$ cat config.mk
export PLATFORM = sky130hd
export DESIGN_NAME = part_select_streamer
export DESIGN_NICKNAME = d
export VERILOG_FILES = /design/src/rtl/part_select_streamer.sv
export SDC_FILE = /design/constraint.sdc
export NUM_CORES = 1
export LEC_CHECK = 0
export ABC_AREA = 1
export BUFFER_PORTS_ARGS = -buffer_cell sky130_fd_sc_hd__buf_2
export CELL_PAD_IN_SITES_DETAIL_PLACEMENT = 1
export CELL_PAD_IN_SITES_GLOBAL_PLACEMENT = 2
export CORE_AREA = 2 2 66 68
export DETAILED_ROUTE_END_ITERATION = 6
export DIE_AREA = 0 0 68 70
export PLACE_DENSITY_LB_ADDON = 0.1
export RECOVER_POWER = 50
export SKIP_LAST_GASP = 1
export SYNTH_ARGS = -nofsm -noshare
export SYNTH_HDL_FRONTEND = slang
export SYNTH_SLANG_ARGS = --single-unit
$ cat constraint.sdc
create_clock -name clk -period 3.2 [get_ports clk]
set_input_delay 0.64 -clock clk [delete_from_list [all_inputs] [get_ports clk]]
set_output_delay 0.64 -clock clk [all_outputs]
set_load 0.1 [all_outputs]
$ cat src/rtl/part_select_streamer.sv
// part_select_streamer: serialises a WORD_W-bit word into WORD_W/SLICE_W
// slices over valid/ready, LSB-first or MSB-first per word, with a live
// bit-select of the current slice.
// Optional feature: define PSEL_PARITY_EN to add the out_par port (^out_slice).
module part_select_streamer #(
    parameter int unsigned WORD_W  = 16,
    parameter int unsigned SLICE_W = 4,
    localparam int unsigned N  = WORD_W / SLICE_W,
    localparam int unsigned IW = (N > 1) ? $clog2(N) : 1,
    localparam int unsigned BW = (SLICE_W > 1) ? $clog2(SLICE_W) : 1
) (
    input  logic               clk,
    input  logic               rst_n,
    input  logic               in_valid,
    output logic               in_ready,
    input  logic [WORD_W-1:0]  in_data,
    input  logic               in_msb_first,
    input  logic [BW-1:0]      bit_sel,
    output logic               out_valid,
    input  logic               out_ready,
    output logic [SLICE_W-1:0] out_slice,
    output logic               out_bit,
    output logic               out_last,
    output logic [IW-1:0]      out_idx
`ifdef PSEL_PARITY_EN
    ,
    output logic               out_par
`endif
);

    localparam int unsigned OW = (WORD_W > 1) ? $clog2(WORD_W) : 1;
    localparam logic [IW-1:0] IDX_MAX = IW'(N - 1);

    typedef enum logic {
        IDLE,
        STREAM
    } state_t;

    state_t              state_q, state_d;
    logic [WORD_W-1:0]   word_q, word_d;
    logic [IW-1:0]       idx_q, idx_d;
    logic [IW-1:0]       cnt_q, cnt_d;
    logic                dir_q, dir_d;

    logic                stream;
    logic                last;
    logic                beat;
    logic [OW-1:0]       offset;
    logic [SLICE_W-1:0]  slice;
    logic                sel_bit;

    // Slice decode from the held word and current index.
    always_comb begin
        offset  = OW'(idx_q) * OW'(SLICE_W);
        slice   = word_q[offset +: SLICE_W];
        sel_bit = 1'b0;
        if (32'(bit_sel) < SLICE_W) begin
            sel_bit = slice[bit_sel];
        end
    end

    // Next-state, datapath update and handshake/output decode.
    always_comb begin
        state_d   = state_q;
        word_d    = word_q;
        idx_d     = idx_q;
        cnt_d     = cnt_q;
        dir_d     = dir_q;
        stream    = (state_q == STREAM);
        last      = stream && (cnt_q == IDX_MAX);
        beat      = stream && out_ready;
        in_ready  = !stream || (beat && last);
        out_valid = stream;
        out_slice = '0;
        out_bit   = 1'b0;
        out_last  = 1'b0;
        out_idx   = '0;

        if (stream) begin
            out_slice = slice;
            out_bit   = sel_bit;
            out_last  = last;
            out_idx   = idx_q;
        end

        if (in_valid && in_ready) begin
            // A word accepted on the last beat reloads without a bubble.
            word_d  = in_data;
            dir_d   = in_msb_first;
            idx_d   = in_msb_first ? IDX_MAX : '0;
            cnt_d   = '0;
            state_d = STREAM;
        end else if (beat) begin
            if (last) begin
                state_d = IDLE;
            end else begin
                idx_d = dir_q ? (idx_q - IW'(1)) : (idx_q + IW'(1));
                cnt_d = cnt_q + IW'(1);
            end
        end
    end

`ifdef PSEL_PARITY_EN
    // Parity of the presented slice, forced low when nothing is presented.
    always_comb begin
        out_par = stream & (^slice);
    end
`endif

    // State register.
    always_ff @(posedge clk or negedge rst_n) begin
        if (!rst_n) begin
            state_q <= IDLE;
        end else begin
            state_q <= state_d;
        end
    end

    // Word, index, counter and direction registers.
    always_ff @(posedge clk or negedge rst_n) begin
        if (!rst_n) begin
            word_q <= '0;
            idx_q  <= '0;
            cnt_q  <= '0;
            dir_q  <= 1'b0;
        end else begin
            word_q <= word_d;
            idx_q  <= idx_d;
            cnt_q  <= cnt_d;
            dir_q  <= dir_d;
        end
    end

endmodule

==> run_results.csv, run 1 <==
group,metric,value,unit
timing,skew,1.70,ps
clock_tree,htree_levels,1,
floorplanning,start_util,27.2,%
placed_design,place_congestion,0.696,
setup_path,endpoint_kind,"output port",
timing,slew_violations,0,
drt,finalWirelength,2900,um
cells_and_area,insertedDiodeCount,0,
synth,avgSynthCellArea,7.41,um^2
clock_tree,cts_root_buf,"clkbuf_8",
clock_tree,path_clk_slew,80,ps
setup_path,crit_start,"idx_q[0]$_DFFE_PN0P_",
setup_path,cp_max_fo,11,
timing,relSlewSlack,19.6,%
setup_path,reg2reg_from,"cnt_q[0]$_DFFE_PN0P_",
floorplanning,core_area,4140,um^2
synth,synth_seq_cells,22,
setup_path,arrival,2060,ps
clock_tree,cts_resized,0,
timing,rsz0062_at_grt,"no",
drt,drc_errors,0,
clock_tree,cts_setup_buffers,0,
synth,ys_types,18,
synth,synth_edf_count,0,
synth,synth_top_flop_cell,"dfrtp_1",
synth,yosysTopAreaCellShare,48.9,%
grt,antenna_found_initial,0,
drt,drt-initial-drc-count,40,
clock_tree,cts.sinks,22,
setup_path,cp.required,2560,ps
clock_tree,cts_buffers,3,
floorplanning,io_pins,33,
clock_tree,tritoncts,"built",
timing,setup_slack,495,ps
synth,yosysSeqAreaShare,48.9,%
synth,syn_area,1130,um^2
synth,syn-instance-count,152,
drt,avgViaCountPerCell,4.44,
floorplanning,rows,24,
clock_tree,clock_latency,270,ps
timing,setup_viol,0,
clock_tree,postCtsHoldBufs,0,
synth,ys_top_cells_by_area,"dfrtp_1 49%, nand2_1 29%, nand3_1 5.3%",
timing,fin_crit_sh,84.5,%
synth,synth_most_common_cell,"nand2_1",
cells_and_area,drive_gt1_share,21.3,%
timing,finalHoldViolations,0,
synth,netlist.top_cell.by_area,"dfrtp_1",
placed_design,dpl_worst_slack,812,ps
clock_tree,cts_buffer_depth,2,
min_path,hold_class,"flip-flop to flip-flop",
synth,yosys_warnings,0,
run,cap_violations,0,
timing,worstMarginPinSlew,1210,ps
setup_path,start_kind,"flip-flop",
timing,fmaxAchievable,370,MHz
grt,grt_pass1_wl,5180,um
placed_design,io_buffers,32,
synth,synth.net_count,176,
floorplanning,die_area,4760,um^2
setup_path,critPathKind,"flip-flop to output port",
drt,vias,1044,
min_path,hp-start,"word_q[5]$_DFFE_PN0P_",
drt,firstDrtPassIters,4,
grt,grt_usage,14.4,%
cells_and_area,syn2layout_area_growth,21.2,%
synth,netlist_top_cells_count,"86 x nand2_1, 22 x dfrtp_1, 12 x nand3_1",
floorplanning,die_w,68,um
timing,finalCriticalPeriod,2700,ps
floorplanning,die_h,70,um
grt,grt_max_degree,23,
grt,grt_pass1_vias,1068,
grt,grt-ovfl-total,0,
drt,antenna_left,0,
timing,finalSetupTns,0,ps
drt,wl_per_cell,12.3,um
outcome,outcome,"finished clean",
synth,synth_async_sr_flop_share,100,%
placed_design,dp.final_hpwl,2250,um
cells_and_area,fin_nets,208,
## per-stage QoR
| step | cell area (um^2) | std cells | hold slack (ps) | util (%) |
|---|---|---|---|---|
| 2_1_floorplan | 1130 | 152 | 344 | - |
| 4_1_cts | 1380 | 235 | 345 | 33.3 |
| 5_1_grt | 1370 | 235 | 523 | 32.9 |
| 3_5_place_dp | 1310 | 231 | 481 | 31.6 |
| 6_report | 1370 | 235 | 491 | 32.9 |
| 3_3_place_gp | 1310 | 231 | 465 | 31.6 |
## critical path, stage by stage, from the launching register on
cell	delay, ps
dfrtp_1	500
inv_1	320
nand2_1	100
nand3_1	80
nand2_1	90
nand2_1	70
nand3b_1	80
a21oi_2	110
buf_2	430
## flip-flops by register name, indices dropped and copies added, names as in the netlist
register	flops
cnt_q	2
out_valid	1
idx_q	2
dir_q	1
word_q	16
## cells by family (layout without fill, tap and decap cells)
family                     after synthesis  in the layout  synth area share [%]
DFF                                     22             22                  48.9
adders and majority gates                1              1                  1.11
AOI/OAI and AO/OA                        6              6                  4.00
buffers and inverters                   15             46                  7.44
and+or+nand+nor                        108            108                  38.6
## per-layer routing
layer  track usage, %  part of all wire, %  up-vias
li1                 -                    -      531
met1             20.1                   49      487
met2             21.7                   45       21
met3             2.58                  4.2        5
met4             6.00                  2.2        0
met5                0                    0        -
## placed cells by master, fill, tap and decap left out, types with 2 or more instances in the layout
master / n
nand2_1: 88
nand3_1: 12
inv_1: 8
inv_2: 2
buf_2: 31
clkbuf_8: 3
dfrtp_1: 22
a22oi_1: 2
nor2_1: 6
## area by class of cell
type	count	area (um^2)
flip-flops and latches	22	551
clock inverters	1	30.0
repair buffers	32	159
multi-input cells	115	482
fillers	537	2780
inverters	10	37.5
clock buffers	3	41.3
well taps	52	65.1
## final timing paths
kind / end / slack (ps) / cells after the start
worst min register to register: word_q[5]$_DFFE_PN0P_ / 490 / 2
max in group asynchronous: word_q[0]$_DFFE_PN0P_ / 1890 / 1
worst max register to register: word_q[1]$_DFFE_PN0P_ / 1270 / 7
worst min-delay path: word_q[5]$_DFFE_PN0P_ / 490 / 2
min in group asynchronous: word_q[12]$_DFFE_PN0P_ / 590 / 1
worst max-delay path: out_bit / 500 / 8
Power of run 1 is left out: the tool's default activity adds up to more than one toggle a clock period on the data nets, which glitch-free logic cannot reach.
==> run 2, diff against run 1 <==
--- a/config.mk
+++ b/config.mk
@@ -9,9 +9,9 @@
 export BUFFER_PORTS_ARGS = -buffer_cell sky130_fd_sc_hd__buf_2
 export CELL_PAD_IN_SITES_DETAIL_PLACEMENT = 1
 export CELL_PAD_IN_SITES_GLOBAL_PLACEMENT = 2
-export CORE_AREA = 2 2 66 68
+export CORE_AREA = 2 2 71 73
 export DETAILED_ROUTE_END_ITERATION = 6
-export DIE_AREA = 0 0 68 70
+export DIE_AREA = 0 0 73 75
 export PLACE_DENSITY_LB_ADDON = 0.1
 export RECOVER_POWER = 50
 export SKIP_LAST_GASP = 1
==> constraint.sdc (replaced) <==
create_clock -name clk -period 2.35 [get_ports clk]
set_input_delay 0.47 -clock clk [delete_from_list [all_inputs] [get_ports clk]]
set_output_delay 0.47 -clock clk [all_outputs]
set_load 0.1 [all_outputs]
==> run 2 against run 1 <==
Register-to-register slack got worse by 850 ps. Worst setup slack worse by 320 ps. Sequential share of layout area down 0.83 points. Final cell count rose by 1.3%. Die area grew 15%. Non-clock buffer count is 1 higher. Critical endpoint unchanged. Largest cell class unchanged.
==> run_results.csv, run 2 (synthesis results as in run 1) <==
group,metric,value,unit
cells_and_area,reg.largest.list,"word_q x16, cnt_q x2, idx_q x2",
clock_tree,cts_resized,0,
floorplanning,rows,25,
clock_tree,path_clk_slew,90,ps
timing,slew_violations,0,
timing,skew,11.6,ps
floorplanning,die_h,75,um
timing,hold_slack,380,ps
cells_and_area,top_register,"word_q",
timing,worstMarginPinSlew,1240,ps
clock_tree,cts.sinks,22,
timing,finalCriticalPeriod,2170,ps
grt,grt-ovfl-total,0,
placed_design,place_congestion,0.699,
clock_tree,postCtsHoldBufs,0,
grt,grt_pass1_vias,1093,
cells_and_area,finalNonFillerCells,238,
grt,antenna_found_initial,0,
setup_path,endpoint_kind,"output port",
clock_tree,clock_latency,270,ps
cells_and_area,largest_reg_flops,16,
min_path,hold_class,"primary input to flip-flop",
placed_design,dp.cells,234,
setup_path,start_kind,"flip-flop",
cells_and_area,fin_nets,209,
drt,vias,1032,
setup_path,cp_max_fo,7,
floorplanning,die_area,5480,um^2
setup_path,critPathKind,"flip-flop to output port",
timing,setup_viol,0,
outcome,outcome,"finished clean",
setup_path,crit_path_top_delay_cell,"dfrtp_1",
timing,fin_crit_sh,92.5,%
placed_design,io_buffers,32,
grt,grt_usage,12.4,%
timing,fmaxAchievable,460,MHz
clock_tree,cts_setup_buffers,0,
grt,grt_pass1_wl,5180,um
cells_and_area,n_fill_cell,582,
clock_tree,cts_buffers,3,
clock_tree,tritoncts,"built",
cells_and_area,insertedDiodeCount,0,
setup_path,slowest_delay,480,ps
drt,firstDrtPassIters,4,
drt,drt-initial-drc-count,17,
drt,finalWirelength,3000,um
clock_tree,cts_buffer_depth,2,
run,cap_violations,0,
cells_and_area,final_cell_mix,"88 x nand2_1, 29 x buf_2, 22 x dfrtp_1, 12 x nand3_1, 8 x inv_1",
timing,rsz0062_at_grt,"no",
timing,relSlewSlack,17.6,%
drt,wl_per_cell,12.6,um
setup_path,cp.required,1880,ps
clock_tree,cts_root_buf,"clkbuf_8",
clock_tree,htree_levels,1,
cells_and_area,syn2layout_area_growth,23.8,%
setup_path,crit_chain,"inv_1 -> nand3_1 -> nand2_1 -> nand2_1 -> nand3_1 -> a21oi_4 -> buf_12",
floorplanning,start_util,24.2,%
placed_design,dp.final_hpwl,2300,um
timing,finalHoldViolations,0,
floorplanning,core_area,4660,um^2
drt,antenna_left,0,
floorplanning,die_w,73,um
cells_and_area,drive_gt1_share,24.5,%
setup_path,arrival,1700,ps
drt,avgViaCountPerCell,4.34,
floorplanning,io_pins,33,
cells_and_area,layout_commonest_cell,"nand2_1",
grt,grt_max_degree,23,
drt,drc_errors,0,
-- run 2: cell types whose count changed in the layout (fill, tap and decap cells not counted), sizes merged --
| cell | previous run | this run |
|---|---|---|
| clkbuf | 4 | 6 |
| bufinv | 1 | 0 |
-- run 2: path summary, 6_finish.rpt --
path / startpoint / to / cells past startpoint / slack (ps)
max: idx_q[1]$_DFFE_PN0P_ / out_bit / 7 / 180
min: in_data[12] / word_q[12]$_DFFE_PN0P_ / 3 / 380
max reg2reg: cnt_q[0]$_DFFE_PN0P_ / word_q[3]$_DFFE_PN0P_ / 7 / 420
min reg2reg: word_q[4]$_DFFE_PN0P_ / word_q[4]$_DFFE_PN0P_ / 2 / 500
max in group asynchronous: rst_n / word_q[4]$_DFFE_PN0P_ / 1 / 1180
min in group asynchronous: rst_n / word_q[15]$_DFFE_PN0P_ / 1 / 430
-- run 2: layer usage --
layer	track usage (%)	routed length, um	vias up
li1	-	-	529
met1	16.9	1550	479
met2	19.8	1330	20
met3	2.54	85	4
met4	3.70	40	0
met5	0	0	-
-- run 2: through the flow --
step	setup slack, ps	area [um^2]	utilization, %	TNS (ps)
floorplan	-226	1150	-	-902
finish	176	1390	29.9	0
detailed placement	432	1350	29.0	0
global placement	469	1350	29.0	0
CTS	114	1410	30.2	0
global route	17.0	1390	29.9	0
-- run 2: worst max-delay path, delay by kind of cell, from the launching register on --
kind            cells  cell delay (ps)
buf+inv             2              360
simple gates        4              390
compound gates      1              190
flops               1              480
-- run 2: cell type report --
cell class	count	area (um^2)	area share [%]
Clock buffer	4	55.1	3.95
Inverter	10	37.5	2.69
Timing Repair Buffer	33	181	13.0
Sequential cell	22	551	39.5
Tap cell	54	67.6	4.85
Multi-Input combinational cell	115	502	36.0
Power of run 2 is left out for the same reason.
==> run 3, diff against run 2 <==
--- a/config.mk
+++ b/config.mk
@@ -5,16 +5,17 @@
 export SDC_FILE = /design/constraint.sdc
 export NUM_CORES = 1
 export LEC_CHECK = 0
-export ABC_AREA = 1
+export ABC_AREA = 0
 export BUFFER_PORTS_ARGS = -buffer_cell sky130_fd_sc_hd__buf_2
 export CELL_PAD_IN_SITES_DETAIL_PLACEMENT = 1
 export CELL_PAD_IN_SITES_GLOBAL_PLACEMENT = 2
-export CORE_AREA = 2 2 71 73
+export CORE_AREA = 2 2 68 70
 export DETAILED_ROUTE_END_ITERATION = 6
-export DIE_AREA = 0 0 73 75
+export DIE_AREA = 0 0 70 72
 export PLACE_DENSITY_LB_ADDON = 0.1
 export RECOVER_POWER = 50
 export SKIP_LAST_GASP = 1
+export SLEW_MARGIN = 20
 export SYNTH_ARGS = -nofsm -noshare
 export SYNTH_HDL_FRONTEND = slang
 export SYNTH_SLANG_ARGS = --single-unit
==> run 3 against run 2 <==
Non-clock buffer count rose by 2. First-iteration DRC count rose by 59%. Final cell count fell by 24%. Register-to-register slack improved by 160 ps. Final area rose by 12%. Core utilization rose by 6.9 points. Sequential share of layout area fell by 4.1 points. Die area fell by 7.9%. Highest routed layer unchanged.
==> run_results.csv, run 3 <==
group,metric,value,unit
timing,slew_violations,0,
drt,drt-initial-drc-count,27,
clock_tree,tritoncts,"built",
setup_path,reg2reg_from,"cnt_q[0]$_DFFE_PN0P_",
timing,finalHoldViolations,0,
clock_tree,cts_buffer_depth,2,
synth,synth_async_sr_flop_share,100,%
synth,synth.net_count,119,
synth,syn-instance-count,95,
drt,vias,883,
outcome,outcome,"finished clean",
drt,drc_errors,0,
synth,ys_types,30,
setup_path,crit_chain,"mux4_1 -> and2_1 -> buf_2",
timing,fmaxAchievable,436,MHz
timing,rsz0062_at_grt,"yes",
cells_and_area,reg.largest.list,"word_q x16, cnt_q x2, idx_q x2",
setup_path,start_kind,"flip-flop",
synth,synth_seq_cells,22,
drt,wl_per_cell,15.4,um
cells_and_area,final-seq-area,554,um^2
synth,syn_area,1230,um^2
synth,netlist.top_cell.by_area,"dfrtp_1",
timing,setup_viol,0,
grt,grt_max_degree,23,
clock_tree,clock_latency,260,ps
cells_and_area,insertedDiodeCount,0,
timing,worstMarginPinSlew,1220,ps
setup_path,cp.required,1880,ps
setup_path,crit_path_top_delay_cell,"mux4_1",
clock_tree,cts_setup_buffers,0,
drt,finalWirelength,2780,um
synth,synth_edf_count,0,
floorplanning,die_area,5040,um^2
cells_and_area,fin_nets,154,
grt,grt_pass1_wl,4770,um
placed_design,io_buffers,32,
grt,grt_usage,11.9,%
timing,skew,1.72,ps
synth,synth_most_common_cell,"dfrtp_1",
timing,finalCriticalPeriod,2290,ps
cells_and_area,top_register,"word_q",
cells_and_area,multi_input_area,669,um^2
placed_design,dp.final_hpwl,2130,um
floorplanning,die_w,70,um
cells_and_area,final_cell_mix,"30 x buf_2, 19 x dfrtp_1, 17 x mux2_2, 6 x mux2i_1",
setup_path,reg2reg_slack,580,ps
synth,synth_top_flop_cell,"dfrtp_1",
clock_tree,path_clk_slew,90,ps
synth,avgSynthCellArea,13.0,um^2
floorplanning,die_h,72,um
floorplanning,rows,24,
clock_tree,postCtsHoldBufs,0,
synth,yosys_warnings,0,
grt,antenna_found_initial,0,
grt,grt_pass1_vias,1005,
drt,avgViaCountPerCell,4.88,
clock_tree,cts.sinks,22,
synth,netlist_top_cells_count,"22 x dfrtp_1, 17 x mux2_2, 6 x mux2i_1, 6 x nor2_1",
setup_path,critPathKind,"flip-flop to output port",
cells_and_area,syn2layout_area_growth,27.3,%
clock_tree,htree_levels,1,
synth,ys_top_cells_by_area,"dfrtp_1 45%, mux2_2 16%, mux4_1 11%",
clock_tree,cts_root_buf,"clkbuf_8",
floorplanning,start_util,28.9,%
placed_design,place_congestion,0.702,
cells_and_area,layout_commonest_cell,"buf_2",
run,cap_violations,0,
cells_and_area,n_fill_cell,475,
floorplanning,io_pins,33,
cells_and_area,largest_reg_flops,16,
setup_path,cp_max_fo,8,
cells_and_area,drive_gt1_share,54.3,%
drt,antenna_left,0,
timing,fin_crit_sh,97.6,%
synth,yosysSeqAreaShare,44.7,%
timing,relSlewSlack,18.4,%
clock_tree,cts_buffers,3,
synth,yosysTopAreaCellShare,44.7,%
setup_path,arrival,1820,ps
setup_path,endpoint_kind,"output port",
timing,hold_slack,429,ps
floorplanning,core_area,4260,um^2
min_path,hold_class,"primary input to asynchronous set/reset pin",
drt,firstDrtPassIters,4,
setup_path,slowest_delay,580,ps
grt,grt-ovfl-total,0,
setup_path,crit_start,"idx_q[0]$_DFFE_PN0P_",
run 3: changes by cell type after synthesis, moves of 5 or more:
cell     previous run  this run
mux2_2              0        17
mux4_1              0         5
nand2_1            86         5
mux2i_1             0         6
inv_1               8         3
and2_1              0         5
nand3_1            12         1
run 3: kinds of logic (layout without fill, tap and decap cells):
logic type                 count (synthesis)  in the layout  synth area share (%)
xor gates and xnor gates                   1              1                 0.712
AOI/OAI and AO/OA                         11             11                  6.50
adders and majority gates                  1              1                  1.02
and+or+nand+nor                           21             21                  8.33
buffers and inverters                      8             42                  3.66
muxes                                     31             31                  35.1
DFF                                       22             22                  44.7
run 3: cell type report:
cell class	instances	area share [%]
clock buffers	3	2.63
clock inverters	1	1.92
inverters	3	0.718
multi-input cells	65	42.7
flip-flops and latches	22	35.4
well taps	52	4.15
repair buffers	35	12.5
run 3: metrics by stage:
step / utilization, % / cell area, um^2 / setup TNS (ps) / cells / setup WS, ps
2_1_floorplan: - / 1270 / -11.6 / 95 / -11.6
3_5_place_dp: 34.6 / 1480 / 0 / 177 / 48.9
3_3_place_gp: 34.6 / 1480 / 0 / 177 / 75.2
4_1_cts: 36.5 / 1560 / -50.5 / 181 / -50.5
5_1_grt: 36.8 / 1570 / -8.11 / 181 / -8.11
6_report: 36.8 / 1570 / 0 / 181 / 56.6
run 3: worst paths after layout:
check | endpoint | cells after the start
max | out_slice[3] | 3
min | word_q[9]$_DFFE_PN0P_ | 1
max reg2reg | word_q[13]$_DFFE_PN0P_ | 5
min reg2reg | word_q[12]$_DFFE_PN0P_ | 1
max in group asynchronous | idx_q[0]$_DFFE_PN0P_ | 1
min in group clk | word_q[8]$_DFFE_PN0P_ | 2
run 3: what timing repair did:
item | in CTS | in global routing
gates cloned | 0 | 0
setup endpoints to repair | 5 | 1
pin swaps | 0 | 1
endpoints found under the hold margin | 0 | 0
resized for setup | 4 | 5
run 3: routing by layer:
| metal | wire length (um) | track usage [%] | vias up |
|---|---|---|---|
| met1 | 1270 | 15.8 | 445 |
| met3 | 147 | 3.06 | 2 |
| met2 | 1350 | 19.7 | 21 |
| met4 | 19 | 3.21 | 0 |
| met5 | 0 | 0 | - |
| li1 | - | - | 415 |
run 3: worst max-delay path, delay by kind of cell (launching register included):
| kind | cells | cell delay [ps] |
|---|---|---|
| mux | 1 | 580 |
| flops | 1 | 520 |
| buf+inv | 1 | 280 |
| simple gates | 1 | 170 |
Power of run 3 is left out for the same reason.
